File: config.mk
export PLATFORM = sky130hd
export DESIGN_NAME = alu_seq_unit
export DESIGN_NICKNAME = d
export VERILOG_FILES = /design/src/rtl/alu_seq_unit.sv
export SDC_FILE = /design/constraint.sdc
export NUM_CORES = 1
export LEC_CHECK = 0
export CELL_PAD_IN_SITES_DETAIL_PLACEMENT = 1
export CELL_PAD_IN_SITES_GLOBAL_PLACEMENT = 1
export CORE_MARGIN = 10
export CORE_UTILIZATION = 44
export DETAILED_ROUTE_END_ITERATION = 16
export GPL_ROUTABILITY_DRIVEN = 0
export HOLD_SLACK_MARGIN = 0.06
export PLACE_DENSITY_LB_ADDON = 0.3
export SYNTH_ARGS = -nofsm -noshare
export SYNTH_HDL_FRONTEND = slang
export SYNTH_SLANG_ARGS = --single-unit
File: constraint.sdc
create_clock -name clk -period 6.55 [get_ports clk]
set_clock_uncertainty 0.1 [all_clocks]
set_input_delay 0.9825 -clock clk [delete_from_list [all_inputs] [get_ports clk]]
set_output_delay 0.9825 -clock clk [all_outputs]
set_load 0.03 [all_outputs]
File: src/rtl/alu_seq_unit.sv
// alu_seq_unit: multi-cycle execution unit for the multi-cycle core.
// Logic/arithmetic ops complete in one cycle; shifts move one bit per cycle.
//
// Ports:
//   clk, rst_n          clock, asynchronous active-low reset
//   in_valid, in_ready  request handshake (in_ready high only when idle)
//   alu_control         4-bit operation code (1010-1111 execute as ADD)
//   op_a, op_b          operands; for shifts op_b[SW-1:0] is the amount
//   out_valid, out_ready  result handshake (out_valid high only when done)
//   result, zero        registered result and (result == 0)
module alu_seq_unit #(
   parameter int unsigned XLEN = 32
) (
   input  logic            clk,
   input  logic            rst_n,
   input  logic            in_valid,
   output logic            in_ready,
   input  logic [3:0]      alu_control,
   input  logic [XLEN-1:0] op_a,
   input  logic [XLEN-1:0] op_b,
   output logic            out_valid,
   input  logic            out_ready,
   output logic [XLEN-1:0] result,
   output logic            zero
);

   localparam int unsigned SW = $clog2(XLEN);

   localparam logic [3:0] OpAdd  = 4'b0000;
   localparam logic [3:0] OpSub  = 4'b0001;
   localparam logic [3:0] OpAnd  = 4'b0010;
   localparam logic [3:0] OpOr   = 4'b0011;
   localparam logic [3:0] OpXor  = 4'b0100;
   localparam logic [3:0] OpSll  = 4'b0101;
   localparam logic [3:0] OpSrl  = 4'b0110;
   localparam logic [3:0] OpSra  = 4'b0111;
   localparam logic [3:0] OpSlt  = 4'b1000;
   localparam logic [3:0] OpSltu = 4'b1001;

   typedef enum logic [1:0] {StIdle, StShift, StDone} state_e;

   state_e          state_q, state_d;
   logic [3:0]      op_q, op_d;
   logic [XLEN-1:0] result_q, result_d;
   logic [SW-1:0]   count_q, count_d;

   logic [XLEN-1:0] single_res;
   logic            is_shift;
   logic [SW-1:0]   shamt;

   assign shamt    = op_b[SW-1:0];
   assign is_shift = (alu_control == OpSll) || (alu_control == OpSrl) ||
                     (alu_control == OpSra);

   // Single-cycle result, computed straight from the request inputs.
   always_comb begin
      single_res = op_a + op_b;
      case (alu_control)
         OpSub:   single_res = op_a - op_b;
         OpAnd:   single_res = op_a & op_b;
         OpOr:    single_res = op_a | op_b;
         OpXor:   single_res = op_a ^ op_b;
         OpSlt:   single_res = {{(XLEN-1){1'b0}}, ($signed(op_a) < $signed(op_b))};
         OpSltu:  single_res = {{(XLEN-1){1'b0}}, (op_a < op_b)};
         default: single_res = op_a + op_b;
      endcase
   end

   always_comb begin
      state_d  = state_q;
      op_d     = op_q;
      result_d = result_q;
      count_d  = count_q;
      case (state_q)
         StIdle: begin
            if (in_valid) begin
               op_d = alu_control;
               if (is_shift) begin
                  result_d = op_a;
                  if (shamt == '0) begin
                     state_d = StDone;
                  end else begin
                     count_d = shamt;
                     state_d = StShift;
                  end
               end else begin
                  result_d = single_res;
                  state_d  = StDone;
               end
            end
         end
         StShift: begin
            case (op_q)
               OpSll:   result_d = {result_q[XLEN-2:0], 1'b0};
               OpSrl:   result_d = {1'b0, result_q[XLEN-1:1]};
               default: result_d = {result_q[XLEN-1], result_q[XLEN-1:1]};
            endcase
            count_d = count_q - 1'b1;
            if (count_q == SW'(1)) begin
               state_d = StDone;
            end
         end
         StDone: begin
            if (out_ready) begin
               state_d = StIdle;
            end
         end
         default: state_d = StIdle;
      endcase
   end

   always_ff @(posedge clk or negedge rst_n) begin
      if (!rst_n) begin
         state_q  <= StIdle;
         op_q     <= OpAdd;
         result_q <= '0;
         count_q  <= '0;
      end else begin
         state_q  <= state_d;
         op_q     <= op_d;
         result_q <= result_d;
         count_q  <= count_d;
      end
   end

   assign in_ready  = (state_q == StIdle);
   assign out_valid = (state_q == StDone);
   assign result    = result_q;
   assign zero      = (result_q == '0);

endmodule

==> results by group <==
Pwr
  • Design internal power: 1140 µW
  • Clk pwr share: about an eighth
  • Pwr per Cell Area: 276 mW/mm²
  • Peak supply drop: a little over 300 µV
  • Pleak: approximately 0.0038 µW
  • Reg power frac: approximately 25%
  • Combinational power share: between 60% and 70%
  • Switch Pwr: about 1300 µW
  • Sw frac: a little over half

Synthesis
  • Area leader, netlist: ha_1
  • Synth warn: 0
  • Yosys reg bits: 43
  • Asr flop ratio synth: 100%
  • Synth area leaders: ha_1 16%, dfrtp_1 14%, a21oi_1 8.4%, o21ai_0 5.7%, nor2_1 4.9%
  • Mapped cell area: about 0.0076 mm²
  • Synth Flop Type: dfrtp_1
  • Count of cell types in the netlist: 85
  • Sequential area share after synthesis: between 10% and 20%
  • Post-synth top cells: 127 x a21oi_1, 99 x nor2_1, 98 x ha_1
  • Syn_area_per_cell: slightly above 7 µm²
  • EDFF count, synth: 0
  • Top-area cell type share of the netlist area: 16.1%
  • Most common cell in the netlist: a21oi_1
  • Mapped Cells: around 1,100
  • Synth Net Count: around 1,200

Drt
  • 1st-iter DRT viols: a little under 900
  • DRT Pass-1 Iters: 5
  • Post-Route WL: 31,500 µm
  • DR DRC count: 0
  • Wire per inst: 23.3 µm
  • Post-DRT Antenna Nets: 0
  • Vias: just under 9,000
  • Post-DR vias/cell: between 6 and 7

Floorplan
  • IO Count: about 110
  • Starting density of the core: 44.4%
  • Die Wd: around 150 µm
  • Die footprint: 0.0229 mm²
  • Core Area: roughly 0.017 mm²
  • Rows: 48
  • Die height: approximately 150 µm

Run
  • Max Cap Viol: 0

Place
  • I/O Buffers: between 100 and 150
  • Dpl cells: 1,341
  • Final HPWL DP: 23,200 µm

Worst setup path
  • CP Class: input port to register
  • Reg2reg end: result[13]$_DFFE_PN0P_
  • CP required: roughly 6.7 ns
  • Worst r2r src: state_q[0]$_DFFE_PN0P_
  • Reg-to-reg setup timing slack: about 3.9 ns
  • Critical Path Sink Type: register
  • Crit path launch type: input port
  • Critical Path Fanout Max: 6
  • Worst Path Arrival: between 4 and 5 ns
  • Register-to-Register Path Depth: 7

STA
  • Worst-margin pin slew: between 0.9 and 1 ns
  • Final min period: ~4.7 ns
  • Fin. max-slew vios: 0
  • Fmax achieved: ~210 MHz
  • Unrepaired setup endpoints after global routing: false
  • Slew Limit Headroom: between 30% and 40%
  • Final setup viols: 0
  • Final TNS setup: 0 ns
  • Final Hold Violating Endpoints: 0
  • Final period utilization: 72.2%

Clocking
  • Later-pin clock latency in the skew report: ~0.32 ns
  • Clk pin slew, worst setup/hold paths: ~0.08 ns
  • CTS tree: yes
  • Clock Sinks: between 40 and 50
  • Total CTS buffers: 5
  • Post-CTS setup buffers: 0
  • Hold Buf Count CTS: 0
  • Root Driver: clkbuf_16
  • Htree depth: 2
  • Post-CTS sizing: 0
  • Clk buf depth: 2

Hold path
  • Hold path cells: 2
  • Hold Crit Class: register to register
  • Worst hold endpoint: count_q[3]$_DFFE_PN0P_
  • HP Start: count_q[3]$_DFFE_PN0P_

Layout
  • Ant diodes: 0
  • Share of cells above drive strength 1: approximately 6.2%
  • FILL cells: around 2,200
  • Area Overhead vs Synth: 17.8%
  • Non-filler cells, final: 1,349
  • Nets@finish: 1,295

GRT
  • Pin count of the biggest net entering global routing: 48
  • Vias in the first global route: approximately 9,100
  • Initial antenna violation count: 0
  • Overall routing resource usage: around 27%
  • Total gr overflow: 0
  • First-pass GRT wire length: slightly below 50,000 µm

Status
  • Run status: finished clean
==> worst max-delay path, cell delays in order <==
cell and delay (ns):
clkdlybuf4s50_1 0.52, inv_1 0.09, ha_1 0.22, inv_1 0.07
fa_1 0.22, nor2b_1 0.23, o311a_1 0.25, o21ai_4 0.11
o21a_4 0.21, o41ai_4 0.56, a41oi_1 0.28, o31ai_1 0.57
a2111oi_0 0.23, o221a_2 0.28
==> power groups by stage <==
stage | logic, µW | clock network [µW] | registers, µW
6_report | 1570 | 291 | 615
5_1_grt | 1690 | 298 | 630
4_1_cts | 1550 | 290 | 606
3_5_place_dp | 1550 | 0 | 611
3_3_place_gp | 1500 | 0 | 606
2_1_floorplan | 799 | 0 | 714
==> flip-flops by register name, indices dropped and copies added (netlist names) <==
signal   cells
state_q      2
op_q         4
result      32
count_q      5
==> how the worst max path moves through the flow <==
stage / start / to / slack [ns]
after floorplan: op_a[0] / result[26]$_DFFE_PN0P_ / 2.58
after global placement: op_a[0] / result[0]$_DFFE_PN0P_ / 1.66
after detailed placement: op_a[0] / result[0]$_DFFE_PN0P_ / 1.62
after CTS: op_a[0] / result[0]$_DFFE_PN0P_ / 1.90
after global routing: op_a[8] / result[23]$_DFFE_PN0P_ / 1.61
final: op_a[0] / result[0]$_DFFE_PN0P_ / 1.82
==> kinds of logic after synthesis <==
kind of cell,Yosys count,share of synthesized area [%]
AO/OA/AOI/OAI,426,38.4
adder cells (fa/ha/maj),100,16.6
XOR/XNOR,17,1.96
buffers and inverters,173,8.87
multiplexers,11,1.51
AND/OR/NAND/NOR,300,18.5
flip-flops,43,14.1
==> stage by stage <==
| step | utilization [%] | hold WS, ns | total power, µW | instance area, µm² | setup slack (ns) |
|---|---|---|---|---|---|
| floorplan | - | 0.370 | 1510 | 7610 | 2.58 |
| global placement | 51.5 | 0.390 | 2100 | 8810 | 1.66 |
| detailed placement | 51.5 | 0.450 | 2160 | 8810 | 1.62 |
| CTS | 52.4 | 0.468 | 2450 | 8960 | 1.90 |
| global route | 52.4 | 0.503 | 2620 | 8960 | 1.61 |
| finish | 52.4 | 0.466 | 2470 | 8960 | 1.82 |
==> cells in the final DEF, fill, tap and decap left out, drive strengths merged, types with 6 or more instances in the layout <==
| master | instances |
|---|---|
| nor2 | 99 |
| buf | 17 |
| dfrtp | 43 |
| a221o | 6 |
| nand2b | 17 |
| a211oi | 18 |
| nor2b | 11 |
| nand2 | 91 |
| a2111oi | 8 |
| a31oi | 10 |
| clkdlybuf4s50 | 105 |
| o2111ai | 6 |
| inv | 97 |
| nand4 | 11 |
| o221ai | 16 |
| a221oi | 30 |
| a21oi | 127 |
| a21o | 14 |
| a311oi | 6 |
| ha | 98 |
| nor3 | 18 |
| nor4 | 15 |
| o211ai | 14 |
| nand3 | 10 |
| o21ai | 93 |
| o21bai | 10 |
| or2 | 6 |
| xnor2 | 12 |
| o31ai | 9 |
| mux2i | 7 |
==> per-layer routing <==
layer	up-vias	global-route usage, %	part of all wire [%]
met4	0	8.91	3.0
met2	416	43.7	46
li1	4020	-	-
met1	4405	35.4	43
met3	83	4.10	7.9
met5	-	0	0
==> area by class of cell <==
class                   instances  area [µm²]  share of cell area (%)
flip-flops and latches         43        1080                    12.0
clock buffers                   5         125                    1.40
multi-input cells             854        5910                    66.0
clock inverters                 3        25.0                   0.279
inverters                      97         364                    4.06
repair buffers                122        1180                    13.1
well taps                     225         282                    3.14
Power figures use the tool's default switching activity.
